$ cat src/rtl/board_io_pkg.sv
// Shared types and constants for the board input controller.
package board_io_pkg;

  typedef enum logic [1:0] {
    IDLE,
    WAIT_PRESS,
    PRESSED,
    WAIT_RELEASE
  } btn_state_e;

  localparam int unsigned NUM_BTN = 5;
  localparam int unsigned NUM_SW  = 16;

  localparam int unsigned BTN_U = 0;
  localparam int unsigned BTN_L = 1;
  localparam int unsigned BTN_R = 2;
  localparam int unsigned BTN_D = 3;
  localparam int unsigned BTN_C = 4;

endpackage

$ cat src/rtl/debounce_cell.sv
// One push-button: synchronizer, press/release debounce FSM, level and press pulse.
module debounce_cell
  import board_io_pkg::*;
#(
  parameter int unsigned DEBOUNCE_CYCLES = 1000000,
  parameter int unsigned SYNC_STAGES     = 2
) (
  input  logic clk,
  input  logic reset,
  input  logic din_i,
  output logic level_o,
  output logic pulse_o
);

  localparam int unsigned     CW       = $clog2(DEBOUNCE_CYCLES + 1);
  localparam logic [CW-1:0]   CNT_LAST = CW'(DEBOUNCE_CYCLES - 1);
  localparam logic [CW-1:0]   CNT_MAX  = '1;

  logic [SYNC_STAGES-1:0] sync_q;
  logic                   din_s;
  btn_state_e             state_q;
  logic [CW-1:0]          cnt_q;
  logic                   level_q;
  logic                   pulse_q;

  assign din_s   = sync_q[SYNC_STAGES-1];
  assign level_o = level_q;
  assign pulse_o = pulse_q;

  // The IDLE/PRESSED sample that leaves the stable state counts as the first of the run.
  always_ff @(posedge clk) begin
    if (reset) begin
      sync_q  <= '0;
      state_q <= IDLE;
      cnt_q   <= '0;
      level_q <= 1'b0;
      pulse_q <= 1'b0;
    end else begin
      sync_q  <= {sync_q[SYNC_STAGES-2:0], din_i};
      pulse_q <= 1'b0;
      case (state_q)
        IDLE: begin
          if (din_s) begin
            state_q <= WAIT_PRESS;
            cnt_q   <= '0;
          end
        end
        WAIT_PRESS: begin
          if (!din_s) begin
            state_q <= IDLE;
          end else if (cnt_q >= CNT_LAST) begin
            state_q <= PRESSED;
            level_q <= 1'b1;
            pulse_q <= 1'b1;
          end else if (cnt_q != CNT_MAX) begin
            cnt_q <= cnt_q + 1'b1;
          end
        end
        PRESSED: begin
          if (!din_s) begin
            state_q <= WAIT_RELEASE;
            cnt_q   <= '0;
          end
        end
        WAIT_RELEASE: begin
          if (din_s) begin
            state_q <= PRESSED;
          end else if (cnt_q >= CNT_LAST) begin
            state_q <= IDLE;
            level_q <= 1'b0;
          end else if (cnt_q != CNT_MAX) begin
            cnt_q <= cnt_q + 1'b1;
          end
        end
        default: state_q <= IDLE;
      endcase
    end
  end

endmodule

$ cat src/rtl/board_input_ctrl.sv
// Board inputs: five debounced push-buttons and a debounced 16-bit switch word with valid/ready.
module board_input_ctrl
  import board_io_pkg::*;
#(
  parameter int unsigned DEBOUNCE_CYCLES = 1000000,
  parameter int unsigned SYNC_STAGES     = 2
) (
  input  logic                 clk,
  input  logic                 reset,
  input  logic [NUM_BTN-1:0]   btn,
  input  logic [NUM_SW-1:0]    sw,
  output logic [NUM_BTN-1:0]   btn_level,
  output logic [NUM_BTN-1:0]   btn_pulse,
  output logic [NUM_SW-1:0]    sw_data,
  output logic                 sw_valid,
  input  logic                 sw_ready
);

  localparam int unsigned   CW       = $clog2(DEBOUNCE_CYCLES + 1);
  localparam logic [CW-1:0] CNT_LAST = CW'(DEBOUNCE_CYCLES - 1);
  localparam logic [CW-1:0] CNT_MAX  = '1;

  for (genvar i = 0; i < NUM_BTN; i++) begin : g_btn
    debounce_cell #(
      .DEBOUNCE_CYCLES (DEBOUNCE_CYCLES),
      .SYNC_STAGES     (SYNC_STAGES)
    ) u_cell (
      .clk     (clk),
      .reset   (reset),
      .din_i   (btn[i]),
      .level_o (btn_level[i]),
      .pulse_o (btn_pulse[i])
    );
  end

  logic [SYNC_STAGES-1:0][NUM_SW-1:0] sw_sync_q;
  logic [NUM_SW-1:0]                  sw_s;
  logic [NUM_SW-1:0]                  sw_prev_q;
  logic [NUM_SW-1:0]                  sw_data_q;
  logic [CW-1:0]                      sw_cnt_q;
  logic                               sw_valid_q;
  logic                               sw_qual_d;

  assign sw_s     = sw_sync_q[SYNC_STAGES-1];
  assign sw_data  = sw_data_q;
  assign sw_valid = sw_valid_q;

  always_comb begin
    sw_qual_d = 1'b0;
    if ((sw_s == sw_prev_q) && (sw_cnt_q >= CNT_LAST) && (sw_s != sw_data_q)) begin
      sw_qual_d = 1'b1;
    end
  end

  // A handshake edge never loads; a still-qualified word is taken on the following edge.
  always_ff @(posedge clk) begin
    if (reset) begin
      sw_sync_q  <= '0;
      sw_prev_q  <= '0;
      sw_cnt_q   <= '0;
      sw_data_q  <= '0;
      sw_valid_q <= 1'b0;
    end else begin
      sw_sync_q <= {sw_sync_q[SYNC_STAGES-2:0], sw};
      if (sw_s != sw_prev_q) begin
        sw_prev_q <= sw_s;
        sw_cnt_q  <= '0;
      end else if (sw_cnt_q != CNT_MAX) begin
        sw_cnt_q <= sw_cnt_q + 1'b1;
      end
      if (sw_valid_q && sw_ready) begin
        sw_valid_q <= 1'b0;
      end else if (!sw_valid_q && sw_qual_d) begin
        sw_data_q  <= sw_s;
        sw_valid_q <= 1'b1;
      end
    end
  end

endmodule

$ cat config.mk
export PLATFORM = sky130hd
export DESIGN_NAME = board_input_ctrl
export DESIGN_NICKNAME = d
export VERILOG_FILES = /design/src/rtl/board_io_pkg.sv /design/src/rtl/debounce_cell.sv /design/src/rtl/board_input_ctrl.sv
export SDC_FILE = /design/constraint.sdc
export NUM_CORES = 1
export LEC_CHECK = 0
export BUFFER_PORTS_ARGS = -buffer_cell sky130_fd_sc_hd__buf_2
export CAP_MARGIN = 10
export CORE_MARGIN = 5
export CORE_UTILIZATION = 36
export DETAILED_ROUTE_END_ITERATION = 10
export PLACE_DENSITY = 0.55
export SLEW_MARGIN = 30
export SYNTH_ARGS = -nofsm -noshare
export SYNTH_HDL_FRONTEND = slang
export SYNTH_SLANG_ARGS = --single-unit
$ cat constraint.sdc
create_clock -name clk -period 2.8 [get_ports clk]
set_input_delay 0.56 -clock clk [delete_from_list [all_inputs] [get_ports clk]]
set_output_delay 0.56 -clock clk [all_outputs]
set_load 0.05 [all_outputs]
# Word-level counts from Yosys, hierarchy flattened
# Cells that the tools add are included.
dict set report word_totals {
  regBits 215
  output_inout_bits 27
}
dict set report classes {
  add_sub_neg 6
  n_lt_le_gt_ge 6
  eq_ne 64
  n_mux 101
  bitwise_logic 11
  reduce_logical 38
}
# cell count
set op_table {}
lappend op_table {{$mux 20} 30}
lappend op_table {{$pmux 20 s4} 5}
lappend op_table {{$add 20x1->20 const B} 6}
lappend op_table {{$ge 20x20->1 const B} 6}
lappend op_table {{$ne 20x20->1 const B} 6}
lappend op_table {{$mux 2} 30}
lappend op_table {{$ne 2x1->1 const B} 20}
lappend op_table {{$pmux 2 s4} 5}
lappend op_table {{$reduce_and 4->1} 10}
lappend op_table {{$ne 16x16->1} 2}
lappend op_table {{$mux 1} 26}
lappend op_table {{$reduce_and 5->1} 5}
lappend op_table {{$eq 2x2->1 const B} 10}
lappend op_table {{$ne 2x2->1 const B} 10}
lappend op_table {{$eq 16x16->1} 1}
lappend op_table {{$ne 3x1->1 const B} 5}
lappend op_table {{$ne 3x3->1 const B} 5}
lappend op_table {{$reduce_or 3->1} 5}
lappend op_table {{$not 1->1} 11}
lappend op_table {{$eq 2x1->1 const B} 5}
lappend op_table {{$logic_not 2->1} 5}
lappend op_table {{$pmux 1 s2} 5}
lappend op_table {{$reduce_bool 2->1} 5}
lappend op_table {{$logic_and 1x1->1} 4}
lappend op_table {{3 further kinds} 4}

# Depth between registers and ports, before layout
# Gate-level depths: netlist of run 1.
dict set report depth {
  ltp_word 6
  depth_mapped 8
  ltp_nobuf 7
}

# Modules after synthesis
# Synthesis of run 1 repeated with hierarchy kept, for this count alone.
dict set report hier_totals {
  cells_unflattened 1039
  area_unflattened_um2 9636.7
}
# mod n_inst cells_per_inst area_per_inst_um2 seq_area_each_um2
set by_module_without_submodules {}
lappend by_module_without_submodules {debounce_cell 5 144 1252.5 520.5}
lappend by_module_without_submodules {board_input_ctrl 1 319 3374.5 1701.6}

# Worst setup path before layout of run 1
# OpenSTA, ideal clock, no wires.
dict set report synth_path {
  path_type {flip-flop to flip-flop}
  start {reg g_btn[3].u_cell.cnt_q[11]}
  end {reg g_btn[3].u_cell.cnt_q[10]}
  setup_time_ns 0.070
  arrival_ns 2.128
  slack_ns 0.601
  path_stages_with_launch 7
  n_path_buf 0
  path_cell_list {dfxtp_1 or4_4 o32a_1 a21oi_2 o31ai_2 or4_1 a21oi_1}
}
dict set report synth_between {
  elab_chain_cells 5
}
# item line
set synth_rtl {}
lappend synth_rtl {{start: declaration} debounce_cell.sv:22} ;# logic [CW-1:0] cnt_q;
lappend synth_rtl {{start signal: assignment} debounce_cell.sv:56} ;# cnt_q <= cnt_q + 1'b1;
lappend synth_rtl {{start signal: assignment} debounce_cell.sv:72} ;# cnt_q <= cnt_q + 1'b1;
lappend synth_rtl {{parallel branches: the longest is 2 deep, another holds $ge 20x20->1} --}
lappend synth_rtl {{$mux 20 (*)} --}
lappend synth_rtl {{$mux 20, on equally long branches} --}
lappend synth_rtl {{$pmux 20 s4 (*)} --}
# Every way passes the cells marked *. The select of a mux whose other input is x is not followed.
# A chain may end at the register's enable or synchronous reset.

# Final worst setup path of run 1
# Same ends and word-level chain as after synthesis.

==> summary.log, run 1 <==
INFO  worst_setup_path critical_path_required=3.25ns
INFO  die            floorplan.rows=58
INFO  worst_setup_path worst_r2r_setup_slack=0.38ns
INFO  worst_setup_path critPathSlowestCell=sky130_fd_sc_hd__or4_4
INFO  global_routing grt_pass1_vias=6,610
INFO  worst_setup_path ff2ff_path_depth=7
INFO  global_routing grt_first_pass_wirelength=32,100um
INFO  placed_design  detailed_place_hpwl=13,000um
INFO  power          report.power.total=6.38mW
INFO  clock_network  cts_setup_buffers=0
INFO  die            pin_count=51
INFO  detailed_routing drc=0
INFO  sta            worst_slew_pin_slew=0.858ns
INFO  sta            finalHoldWorstSlack=0.246ns
INFO  detailed_routing route.vias.total=7,124
INFO  logic_synthesis mappedNetlistArea=9280um2
INFO  die            die_area=29,100um2
INFO  clock_network  max-clock-path-buffers=3
INFO  detailed_routing drt_wl_total=18,800um
INFO  worst_setup_path crit_path_cell_trace=or4_4, o32a_1, a21oi_2, o31ai_2, buf_4, or4_1, a21oi_1
INFO  detailed_routing drt-vias-per-instance=5.00
INFO  logic_synthesis synth-edff-count=0
INFO  placed_design  gp_routability_congestion=0.763
INFO  finish         final_cell_area=10,700um2
INFO  worst_setup_path path_delay_family=simple AND/OR/NAND/NOR gates
INFO  finish         finish.utilization=42.3%
INFO  global_routing grt_use_total=12.9%
INFO  logic_synthesis postSynthRegisterBits=215
INFO  global_routing grt_max_degree=64
INFO  power          cellLeakagePower=4.01nW
INFO  worst_setup_path timing_worst_setup_path_type=flip-flop to flip-flop
INFO  sta            worst_slack=0.383ns
INFO  clock_network  cts_buffers=24
INFO  sta            maximum_clock_skew_at_final_layout=0.0173ns
INFO  worst_setup_path worst_r2r_startpoint=g_btn[3].u_cell.cnt_q[11]
INFO  finish         stdcell_count=1,425
INFO  clock_network  clockRootBuffer=sky130_fd_sc_hd__clkbuf_16
INFO  clock_network  cts_hold_buf=0
INFO  run            max_cap_viol_count=0
INFO  sta            rsz0062_at_grt=false
INFO  clock_network  clock_tree_from_tritoncts=yes
INFO  sta            tns=0ns
INFO  worst_setup_path worst_r2r_endpoint=g_btn[3].u_cell.cnt_q[10]
INFO  global_routing antenna_found_initial=0
INFO  logic_synthesis syn-instance-count=1,021
INFO  finish         antenna_cells=0
INFO  status         outcome=finished, final reports clean
INFO  finish         finish.net_count=1,107
INFO  sta            final_min_period_over_clock_period=86.3%
INFO  sta            achievable_clock_frequency=414MHz
INFO  die            die_height=171um
INFO  min_path       min-delay-path-class=input pin to flip-flop
INFO  detailed_routing drt-pass1-iter-count=5
INFO  placed_design  post-place-ws=0.410ns
INFO  finish         area_growth_syn_to_layout=15.0%
INFO  die            die_w=171um
INFO  worst_setup_path critical_path.n_buffers_inverters=1
INFO  clock_network  clk_transition_reported_paths=0.06ns
INFO  logic_synthesis yosysUniqueCellTypes=60
INFO  detailed_routing antenna_nets_post_route=0
INFO  detailed_routing post_drt_wl_per_cell=13.2um
INFO  placed_design  dp.cells=1,381
INFO  placed_design  io_buffers=50
INFO  sta            timing_hold_violations_final=0
INFO  finish         mostFrequentLayoutCells=sky130_fd_sc_hd__dfxtp_1 (215), sky130_fd_sc_hd__nor2_1 (136), sky130_fd_sc_hd__xnor2_1 (62), sky130_fd_sc_hd__xor2_1 (59), sky130_fd_sc_hd__nor2b_1 (59)
INFO  worst_setup_path cp.arrival=2.87ns
INFO  worst_setup_path critPathLaunchType=flip-flop
INFO  min_path       number_of_stages_on_the_worst_hold_path=2
INFO  sta            post-route-min-period=2.42ns
INFO  finish         layout-drive-gt1-share=11.7%
INFO  finish         mostFrequentLayoutCell=sky130_fd_sc_hd__dfxtp_1
INFO  power          power_per_cell_area=598nW/um2
INFO  logic_synthesis async_reset_ff_share=0%
INFO  clock_network  numClockSinks=215
INFO  logic_synthesis synth.yosys.seq_area_share=46.4%
INFO  die            initial_cell_density_of_the_core=36.7%
INFO  logic_synthesis syn_area_per_cell=9.09um2
INFO  clock_network  cts_resized=0
INFO  die            core-area=25,300um2
INFO  min_path       timing.hold.worst_endpoint=sw_sync_q[1]
INFO  worst_setup_path path_max_fanout=8
INFO  min_path       origin_of_the_worst_min_delay_path=sw[1]
INFO  placed_design  place_area=9910um2
INFO  logic_synthesis syn_nets=1,051
INFO  sta            timing.final.setup_violations=0
INFO  logic_synthesis synth.yosys.warnings=0
INFO  sta            worst_slew_margin_rel=42.6%
INFO  clock_network  insertion_delay=0.52ns
INFO  worst_setup_path crit_path_max_incr_delay=0.55ns
INFO  global_routing grt_remaining_overflow=0
INFO  power          highest_ir_drop_seen_on_vdd=0.000385V
INFO  logic_synthesis synth_flop_cell=sky130_fd_sc_hd__dfxtp_1
INFO  clock_network  cts_max_level=1
INFO  worst_setup_path end_kind=flip-flop
INFO  sta            final-max-slew-violation-count=0
INFO  detailed_routing first_iter_violations=334
-- final cells by class --
cell class,instances,area (um2)
fill,2494,14600
multi-input combinational,745,4700
sequential,215,4300
clock buffer,31,657
timing repair buffer,73,425
tap,330,413
clock inverter,13,104
inverter,18,67.6
-- per-layer routing --
metal,routed length (um),share of wire [%],global-route usage (%),vias up
met5,0,0,0,-
met4,391,2.1,3.85,0
met3,596,3.2,1.89,31
met2,8220,44,19.9,85
met1,9640,51,18.6,3299
li1,-,-,-,3709
-- registers in the layout, summed over array words and instances, names as in the netlist, named ones only --
name and flops:
sw_valid 1, sw_sync_q 16, g_btn.u_cell.state_q 5, g_btn.u_cell.level_o 5, sw_cnt_q 20, g_btn.u_cell.sync_q 10
g_btn.u_cell.cnt_q 100, g_btn.u_cell.pulse_o 5, sw_prev_q 16, sw_s 16, sw_data 16
-- kinds of logic (layout without fill, tap and decap cells) --
logic type,after synthesis,in the layout,share of synthesized area (%)
flip-flops,215,215,46.4
AND/OR/NAND/NOR,442,442,24.6
buffers and inverters,61,135,3.01
AO/OA/AOI/OAI,154,154,11.4
XOR/XNOR,121,121,11.4
multiplexers,22,22,2.40
adder cells (fa/ha/maj),6,6,0.809
-- synth_stat cells (7+ instances only) --
master,n,share of area [%]
sky130_fd_sc_hd__clkbuf_1,24,0.97
sky130_fd_sc_hd__o21ai_0,13,0.70
sky130_fd_sc_hd__or3_1,18,1.2
sky130_fd_sc_hd__nand2_1,55,2.2
sky130_fd_sc_hd__xnor2_1,62,5.9
sky130_fd_sc_hd__a31oi_1,8,0.54
sky130_fd_sc_hd__nor2b_1,59,4.0
sky130_fd_sc_hd__a21oi_1,40,2.2
sky130_fd_sc_hd__or4_1,7,0.57
sky130_fd_sc_hd__o211ai_1,7,0.57
sky130_fd_sc_hd__nand4_1,39,2.6
sky130_fd_sc_hd__mux2i_1,20,2.2
sky130_fd_sc_hd__dfxtp_1,215,46
sky130_fd_sc_hd__inv_1,16,0.65
sky130_fd_sc_hd__xor2_1,59,5.6
sky130_fd_sc_hd__o21ai_1,18,0.97
sky130_fd_sc_hd__buf_4,10,0.81
sky130_fd_sc_hd__o2111ai_1,10,0.94
sky130_fd_sc_hd__and4_1,15,1.4
sky130_fd_sc_hd__nor4_1,11,0.74
sky130_fd_sc_hd__nor2_1,136,5.5
sky130_fd_sc_hd__nor3_1,23,1.2
sky130_fd_sc_hd__and3_1,22,1.5
sky130_fd_sc_hd__nand3_1,37,2.0
sky130_fd_sc_hd__a211oi_1,10,0.81
-- where the power goes --
part / internal [mW] / switching, mW
logic: 0.0859 / 0.147
registers: 3.11 / 0.0363
clock network: 1.75 / 1.25
total: 4.95 / 1.43
-- worst max path at each step --
stage / startpoint / endpoint / cells past startpoint
floorplan: g_btn[3].u_cell.cnt_q[11] / g_btn[3].u_cell.cnt_q[10] / 6
global placement: g_btn[3].u_cell.cnt_q[11] / g_btn[3].u_cell.cnt_q[10] / 7
detailed placement: g_btn[0].u_cell.cnt_q[10] / g_btn[0].u_cell.cnt_q[13] / 7
CTS: g_btn[0].u_cell.cnt_q[10] / g_btn[0].u_cell.cnt_q[11] / 7
global route: g_btn[0].u_cell.cnt_q[10] / g_btn[0].u_cell.cnt_q[11] / 7
finish: g_btn[3].u_cell.cnt_q[11] / g_btn[3].u_cell.cnt_q[10] / 7
Power figures use the tool's default switching activity.
==> run 2, diff against run 1 <==
--- a/config.mk
+++ b/config.mk
@@ -11,6 +11,7 @@
 export CORE_UTILIZATION = 36
 export DETAILED_ROUTE_END_ITERATION = 10
 export PLACE_DENSITY = 0.55
+export REMOVE_ABC_BUFFERS = 1
 export SLEW_MARGIN = 30
 export SYNTH_ARGS = -nofsm -noshare
 export SYNTH_HDL_FRONTEND = slang
==> run 2 against run 1 <==
Compared with the run above:
- power is 1.8% higher
- maximum frequency decreased by 1.5%
- routed wire length increased by 1.9%
- sequential share of layout area fell by 0.22 points
- clock skew shrank 0.0089 ns
- clock power grew 4%
- largest power group unchanged
- setup slack got worse by 0.037 ns
- first-iteration DRC count is 4.2% lower
- final area rose by 0.55%
==> summary.log, run 2 (synthesized netlist as in run 1, its figures left out) <==
INFO  status         outcome=finished, final reports clean
INFO  worst_setup_path worstSetupStartpoint=g_btn[3].u_cell.cnt_q[11]
INFO  sta            final_min_period_over_clock_period=87.7%
INFO  die            die_height=171um
INFO  finish         finish.utilization=42.5%
INFO  sta            finalHoldWorstSlack=0.237ns
INFO  global_routing grt_remaining_overflow=0
INFO  clock_network  cts_max_level=1
INFO  finish         regMostFlops=g_btn.u_cell.cnt_q
INFO  clock_network  insertion_delay=0.53ns
INFO  finish         mostFrequentLayoutCells=sky130_fd_sc_hd__dfxtp_1 (215), sky130_fd_sc_hd__nor2_1 (136), sky130_fd_sc_hd__xnor2_1 (62), sky130_fd_sc_hd__xor2_1 (59), sky130_fd_sc_hd__nor2b_1 (59)
INFO  clock_network  cts_resized=0
INFO  worst_setup_path critical_path_required=3.26ns
INFO  power          report.power.total=6.49mW
INFO  detailed_routing dr_wl_met3=643um
INFO  sta            maximum_clock_skew_at_final_layout=0.00836ns
INFO  clock_network  cts_setup_buffers=0
INFO  worst_setup_path worst_r2r_startpoint=g_btn[3].u_cell.cnt_q[11]
INFO  die            initial_cell_density_of_the_core=36.7%
INFO  sta            post-route-min-period=2.45ns
INFO  die            die_area=29,100um2
INFO  die            core-area=25,300um2
INFO  sta            worst_slew_pin_slew=0.854ns
INFO  placed_design  detailed_place_hpwl=13,100um
INFO  sta            final-max-slew-violation-count=0
INFO  detailed_routing drt-vias-per-instance=5.02
INFO  min_path       min-delay-path-class=input pin to flip-flop
INFO  detailed_routing drt_wl_total=19,200um
INFO  finish         largestRegisters=g_btn.u_cell.cnt_q: 100 flops, sw_cnt_q: 20 flops
INFO  die            pin_count=51
INFO  detailed_routing dr_wl_met2=8700um
INFO  detailed_routing drt-pass1-iter-count=4
INFO  detailed_routing topRoutingLayerUsed=met4
INFO  finish         largest_register_ffs=100
INFO  worst_setup_path end_kind=flip-flop
INFO  sta            worst_slack=0.345ns
INFO  finish         area_growth_syn_to_layout=15.7%
INFO  detailed_routing post_drt_wl_per_cell=13.5um
INFO  worst_setup_path critPathLaunchType=flip-flop
INFO  die            die_w=171um
INFO  worst_setup_path timing_worst_setup_path_type=flip-flop to flip-flop
INFO  detailed_routing first_iter_violations=320
INFO  power          power_per_cell_area=605nW/um2
INFO  worst_setup_path path_max_fanout=18
INFO  detailed_routing drc=0
INFO  finish         stdcell_count=1,428
INFO  clock_network  cts_hold_buf=0
INFO  detailed_routing route.vias.total=7,167
INFO  placed_design  gp_routability_congestion=0.767
INFO  die            floorplan.rows=58
INFO  clock_network  cts_buffers=25
INFO  sta            timing_hold_violations_final=0
INFO  detailed_routing drt-met1-wl=9520um
INFO  finish         finish.net_count=1,110
INFO  sta            timing.final.setup_violations=0
INFO  run            max_cap_viol_count=0
INFO  finish         antenna_cells=0
INFO  global_routing grt_use_total=13.2%
INFO  power          highest_ir_drop_seen_on_vdd=0.000326V
INFO  clock_network  numClockSinks=215
INFO  placed_design  dp.cells=1,383
INFO  clock_network  max-clock-path-buffers=3
INFO  placed_design  io_buffers=50
INFO  sta            rsz0062_at_grt=false
INFO  clock_network  clk_transition_reported_paths=0.06ns
INFO  worst_setup_path cp.arrival=2.91ns
INFO  sta            worst_slew_margin_rel=43.0%
INFO  detailed_routing antenna_nets_post_route=0
INFO  global_routing grt_pass1_vias=6,788
INFO  finish         mostFrequentLayoutCell=sky130_fd_sc_hd__dfxtp_1
INFO  placed_design  post-place-ws=0.369ns
INFO  clock_network  clock_tree_from_tritoncts=yes
INFO  sta            achievable_clock_frequency=407MHz
INFO  global_routing antenna_found_initial=0
INFO  global_routing grt_first_pass_wirelength=32,700um
INFO  finish         fillerInstances=2,526
INFO  min_path       origin_of_the_worst_min_delay_path=sw[2]
INFO  finish         layout-drive-gt1-share=11.7%
INFO  global_routing grt_max_degree=49
INFO  power          cellLeakagePower=4.04nW
INFO  clock_network  clockRootBuffer=sky130_fd_sc_hd__clkbuf_16
## run 2: cell count changes in the layout (fill, tap and decap cells not counted), sizes merged
cell,before,now
clkinvlp,1,0
inv,17,18
clkinv,12,8
buf,73,75
clkbuf,31,36
## run 2: layer usage
| layer | global-route usage, % | vias up |
|---|---|---|
| li1 | - | 3728 |
| met1 | 18.2 | 3339 |
| met2 | 21.2 | 72 |
| met3 | 2.15 | 28 |
| met4 | 3.92 | 0 |
| met5 | 0 | - |
## run 2: through the flow
step / cell area, um2 / TNS, ns
finish: 10700 / 0
global route: 10700 / 0
CTS: 10700 / 0
detailed placement: 9940 / 0
global placement: 9940 / 0
floorplan: 9070 / -0.0840
## run 2: area by class of cell
| class | count | area (um2) | share of cell area [%] |
|---|---|---|---|
| Clock buffer | 36 | 707 | 6.59 |
| Clock inverter | 9 | 85.1 | 0.793 |
| Inverter | 18 | 67.6 | 0.630 |
| Multi-Input combinational cell | 745 | 4700 | 43.8 |
| Sequential cell | 215 | 4300 | 40.1 |
| Tap cell | 330 | 413 | 3.85 |
| Timing Repair Buffer | 75 | 453 | 4.22 |
## run 2: worst paths after layout
check,end,slack (ns),depth (start not counted)
max,g_btn[3].u_cell.cnt_q[10],0.35,7
min reg2reg,sw_s[11],0.43,1
min,sw_sync_q[2],0.24,2
max reg2reg,g_btn[3].u_cell.cnt_q[10],0.35,7
## run 2: report_power, final
part	internal, mW	switching [mW]	total (mW)	leakage, nW
logic	0.0897	0.146	0.235	1.90
registers	3.11	0.0366	3.14	1.74
clock network	1.85	1.26	3.11	0.396
## run 2: critical path, stage by stage, from the launching register on
cell and delay [ns]:
sky130_fd_sc_hd__dfxtp_1 0.37, sky130_fd_sc_hd__or4_4 0.56, sky130_fd_sc_hd__o32a_1 0.36, sky130_fd_sc_hd__a21oi_2 0.20
sky130_fd_sc_hd__o31ai_2 0.08, sky130_fd_sc_hd__buf_4 0.20, sky130_fd_sc_hd__or4_1 0.48, sky130_fd_sc_hd__a21oi_1 0.14
==> run 3, diff against run 2 <==
--- a/config.mk
+++ b/config.mk
@@ -10,7 +10,7 @@
 export CORE_MARGIN = 5
 export CORE_UTILIZATION = 36
 export DETAILED_ROUTE_END_ITERATION = 10
-export PLACE_DENSITY = 0.55
+export PLACE_DENSITY_LB_ADDON = 0.1
 export REMOVE_ABC_BUFFERS = 1
 export SLEW_MARGIN = 30
 export SYNTH_ARGS = -nofsm -noshare
==> run 3 against run 2 <==
Compared with the run above:
- global-route usage up 0.36 points
- count of clock-buffer cells in the layout up 3
- die area unchanged
- clock power up 10%
- register-to-register slack about the same
- critical endpoint unchanged
==> summary.log, run 3 (synthesized netlist as in run 1, its figures left out) <==
INFO  clock_network  cts_setup_buffers=0
INFO  clock_network  cts_hold_buf=0
INFO  finish         regMostFlops=g_btn.u_cell.cnt_q
INFO  finish         layout-drive-gt1-share=11.9%
INFO  placed_design  detailed_place_hpwl=13,300um
INFO  sta            achievable_clock_frequency=407MHz
INFO  die            initial_cell_density_of_the_core=36.7%
INFO  worst_setup_path worst_r2r_setup_slack=0.34ns
INFO  sta            worst_slew_margin_rel=44.4%
INFO  finish         largestRegisters=g_btn.u_cell.cnt_q: 100 flops, sw_cnt_q: 20 flops
INFO  detailed_routing antenna_nets_post_route=0
INFO  sta            timing_hold_violations_final=0
INFO  global_routing grtUsageMet3=2.50%
INFO  global_routing grt_remaining_overflow=0
INFO  detailed_routing drc=0
INFO  global_routing grt_max_degree=66
INFO  global_routing grt_pass1_vias=6,975
INFO  die            die_w=171um
INFO  worst_setup_path worstSetupStartpoint=g_btn[3].u_cell.cnt_q[11]
INFO  sta            rsz0062_at_grt=false
INFO  die            floorplan.rows=58
INFO  finish         final_cell_area=10,800um2
INFO  worst_setup_path cp.arrival=2.89ns
INFO  finish         finish.net_count=1,112
INFO  sta            final_min_period_over_clock_period=87.7%
INFO  status         outcome=finished, final reports clean
INFO  finish         antenna_cells=0
INFO  power          pwr-share-seq=46.2%
INFO  worst_setup_path worst_r2r_startpoint=g_btn[3].u_cell.cnt_q[11]
INFO  clock_network  cts_max_level=1
INFO  finish         area_growth_syn_to_layout=16.6%
INFO  detailed_routing route.vias.total=7,072
INFO  worst_setup_path path_max_fanout=8
INFO  power          power_frac_clock=50.4%
INFO  clock_network  insertion_delay=0.51ns
INFO  clock_network  cts_resized=0
INFO  clock_network  max-clock-path-buffers=3
INFO  finish         mostFrequentLayoutCell=sky130_fd_sc_hd__dfxtp_1
INFO  global_routing antenna_found_initial=0
INFO  min_path       origin_of_the_worst_min_delay_path=sw[13]
INFO  detailed_routing post_drt_wl_per_cell=13.7um
INFO  power          power_per_cell_area=630nW/um2
INFO  sta            finalHoldWorstSlack=0.253ns
INFO  power          p_sw_share=21.2%
INFO  min_path       timing.hold.worst_endpoint=sw_sync_q[13]
INFO  placed_design  io_buffers=50
INFO  power          total_switching_power=1.45mW
INFO  power          report.power.total=6.81mW
INFO  min_path       number_of_stages_on_the_worst_hold_path=2
INFO  die            core-area=25,300um2
INFO  die            die_area=29,100um2
INFO  placed_design  gp_routability_congestion=0.782
INFO  clock_network  numClockSinks=215
INFO  worst_setup_path critical_path_required=3.23ns
INFO  finish         mostFrequentLayoutCells=sky130_fd_sc_hd__dfxtp_1 (215), sky130_fd_sc_hd__nor2_1 (136), sky130_fd_sc_hd__xnor2_1 (62), sky130_fd_sc_hd__xor2_1 (59), sky130_fd_sc_hd__nor2b_1 (59)
INFO  sta            worst_slack=0.343ns
INFO  sta            final-max-slew-violation-count=0
INFO  worst_setup_path worst_r2r_endpoint=g_btn[3].u_cell.cnt_q[10]
INFO  global_routing grt_use_total=13.5%
INFO  global_routing grt_first_pass_wirelength=33,800um
INFO  run            max_cap_viol_count=0
INFO  sta            post-route-min-period=2.46ns
INFO  power          power_report.internal_total=5.37mW
INFO  sta            worst_slew_pin_slew=0.829ns
INFO  clock_network  clk_transition_reported_paths=0.06ns
INFO  placed_design  place_area=9930um2
INFO  power          highest_ir_drop_seen_on_vdd=0.000382V
INFO  sta            timing.final.setup_violations=0
INFO  detailed_routing drt-vias-per-instance=4.94
INFO  global_routing globalRouteMet1Util=18.6%
INFO  detailed_routing drt_wl_total=19,600um
INFO  worst_setup_path critPathLaunchType=flip-flop
INFO  worst_setup_path ff2ff_path_depth=7
INFO  die            pin_count=51
INFO  power          comb_power_share=3.4%
INFO  finish         fillerInstances=2,542
INFO  clock_network  clock_tree_from_tritoncts=yes
INFO  worst_setup_path timing_worst_setup_path_type=flip-flop to flip-flop
INFO  die            die_height=171um
INFO  detailed_routing first_iter_violations=345
INFO  detailed_routing drt-pass1-iter-count=4
INFO  clock_network  cts_buffers=27
INFO  placed_design  post-place-ws=0.379ns
INFO  global_routing gr-max-usage-layer=met2
INFO  clock_network  clockRootBuffer=sky130_fd_sc_hd__clkbuf_16
INFO  sta            maximum_clock_skew_at_final_layout=0.00853ns
INFO  worst_setup_path end_kind=flip-flop
INFO  power          cellLeakagePower=4.08nW
INFO  global_routing grtUsageMet2=21.9%
INFO  finish         largest_register_ffs=100
INFO  min_path       min-delay-path-class=input pin to flip-flop
run 3: changes by cell type in the layout (fill, tap and decap cells not counted):
| cell | previous run | this run |
|---|---|---|
| sky130_fd_sc_hd__bufinv_16 | 1 | 3 |
| sky130_fd_sc_hd__clkbuf_16 | 25 | 27 |
| sky130_fd_sc_hd__clkinv_2 | 7 | 5 |
| sky130_fd_sc_hd__buf_12 | 1 | 0 |
| sky130_fd_sc_hd__buf_4 | 25 | 26 |
| sky130_fd_sc_hd__clkbuf_8 | 4 | 5 |
| sky130_fd_sc_hd__clkinvlp_4 | 0 | 1 |
| sky130_fd_sc_hd__inv_16 | 1 | 0 |
run 3: cell type report:
class	instances	area [um2]	area share (%)
repair buffers	75	440	4.07
clock inverters	9	123	1.13
flip-flops and latches	215	4300	39.8
clock buffers	39	771	7.12
well taps	330	413	3.82
inverters	18	67.6	0.624
multi-input cells	745	4700	43.5
run 3: how the worst max path moves through the flow:
stage	end	slack, ns	depth (start not counted)
floorplan	sw_data[0]	-0.005	6
global placement	g_btn[3].u_cell.cnt_q[10]	0.38	7
detailed placement	g_btn[3].u_cell.cnt_q[10]	0.38	7
CTS	g_btn[3].u_cell.cnt_q[10]	0.34	7
global route	g_btn[3].u_cell.cnt_q[10]	0.19	7
finish	g_btn[3].u_cell.cnt_q[10]	0.34	7
run 3: power by group through the flow:
| stage | combinational (mW) | clock (mW) | sequential [mW] |
|---|---|---|---|
| 6_report | 0.233 | 3.43 | 3.15 |
| 5_1_grt | 0.259 | 3.70 | 3.15 |
| 4_1_cts | 0.240 | 3.57 | 3.15 |
| 3_5_place_dp | 0.239 | 0 | 3.21 |
| 3_3_place_gp | 0.240 | 0 | 3.21 |
| 2_1_floorplan | 0.111 | 0 | 3.23 |
run 3: per-stage QoR:
step           setup TNS (ns)  util, %  std cells
2_1_floorplan         -0.0840        -        978
3_3_place_gp                0     39.3       1383
3_5_place_dp                0     39.3       1383
4_1_cts                     0     42.9       1431
5_1_grt                     0     42.9       1431
6_report                    0     42.9       1431
run 3: routing by layer:
metal / wire length [um] / up-vias
li1: - / 3725
met1: 9840 / 3245
met2: 8610 / 74
met3: 671 / 28
met4: 431 / 0
met5: 0 / -
run 3: worst max-delay path, stage by stage, from the launching register on:
cell and delay, ns:
sky130_fd_sc_hd__dfxtp_1 0.37, sky130_fd_sc_hd__or4_4 0.55, sky130_fd_sc_hd__o32a_1 0.36, sky130_fd_sc_hd__a21oi_2 0.19
sky130_fd_sc_hd__o31ai_2 0.10, sky130_fd_sc_hd__buf_4 0.19, sky130_fd_sc_hd__or4_1 0.46, sky130_fd_sc_hd__a21oi_1 0.15
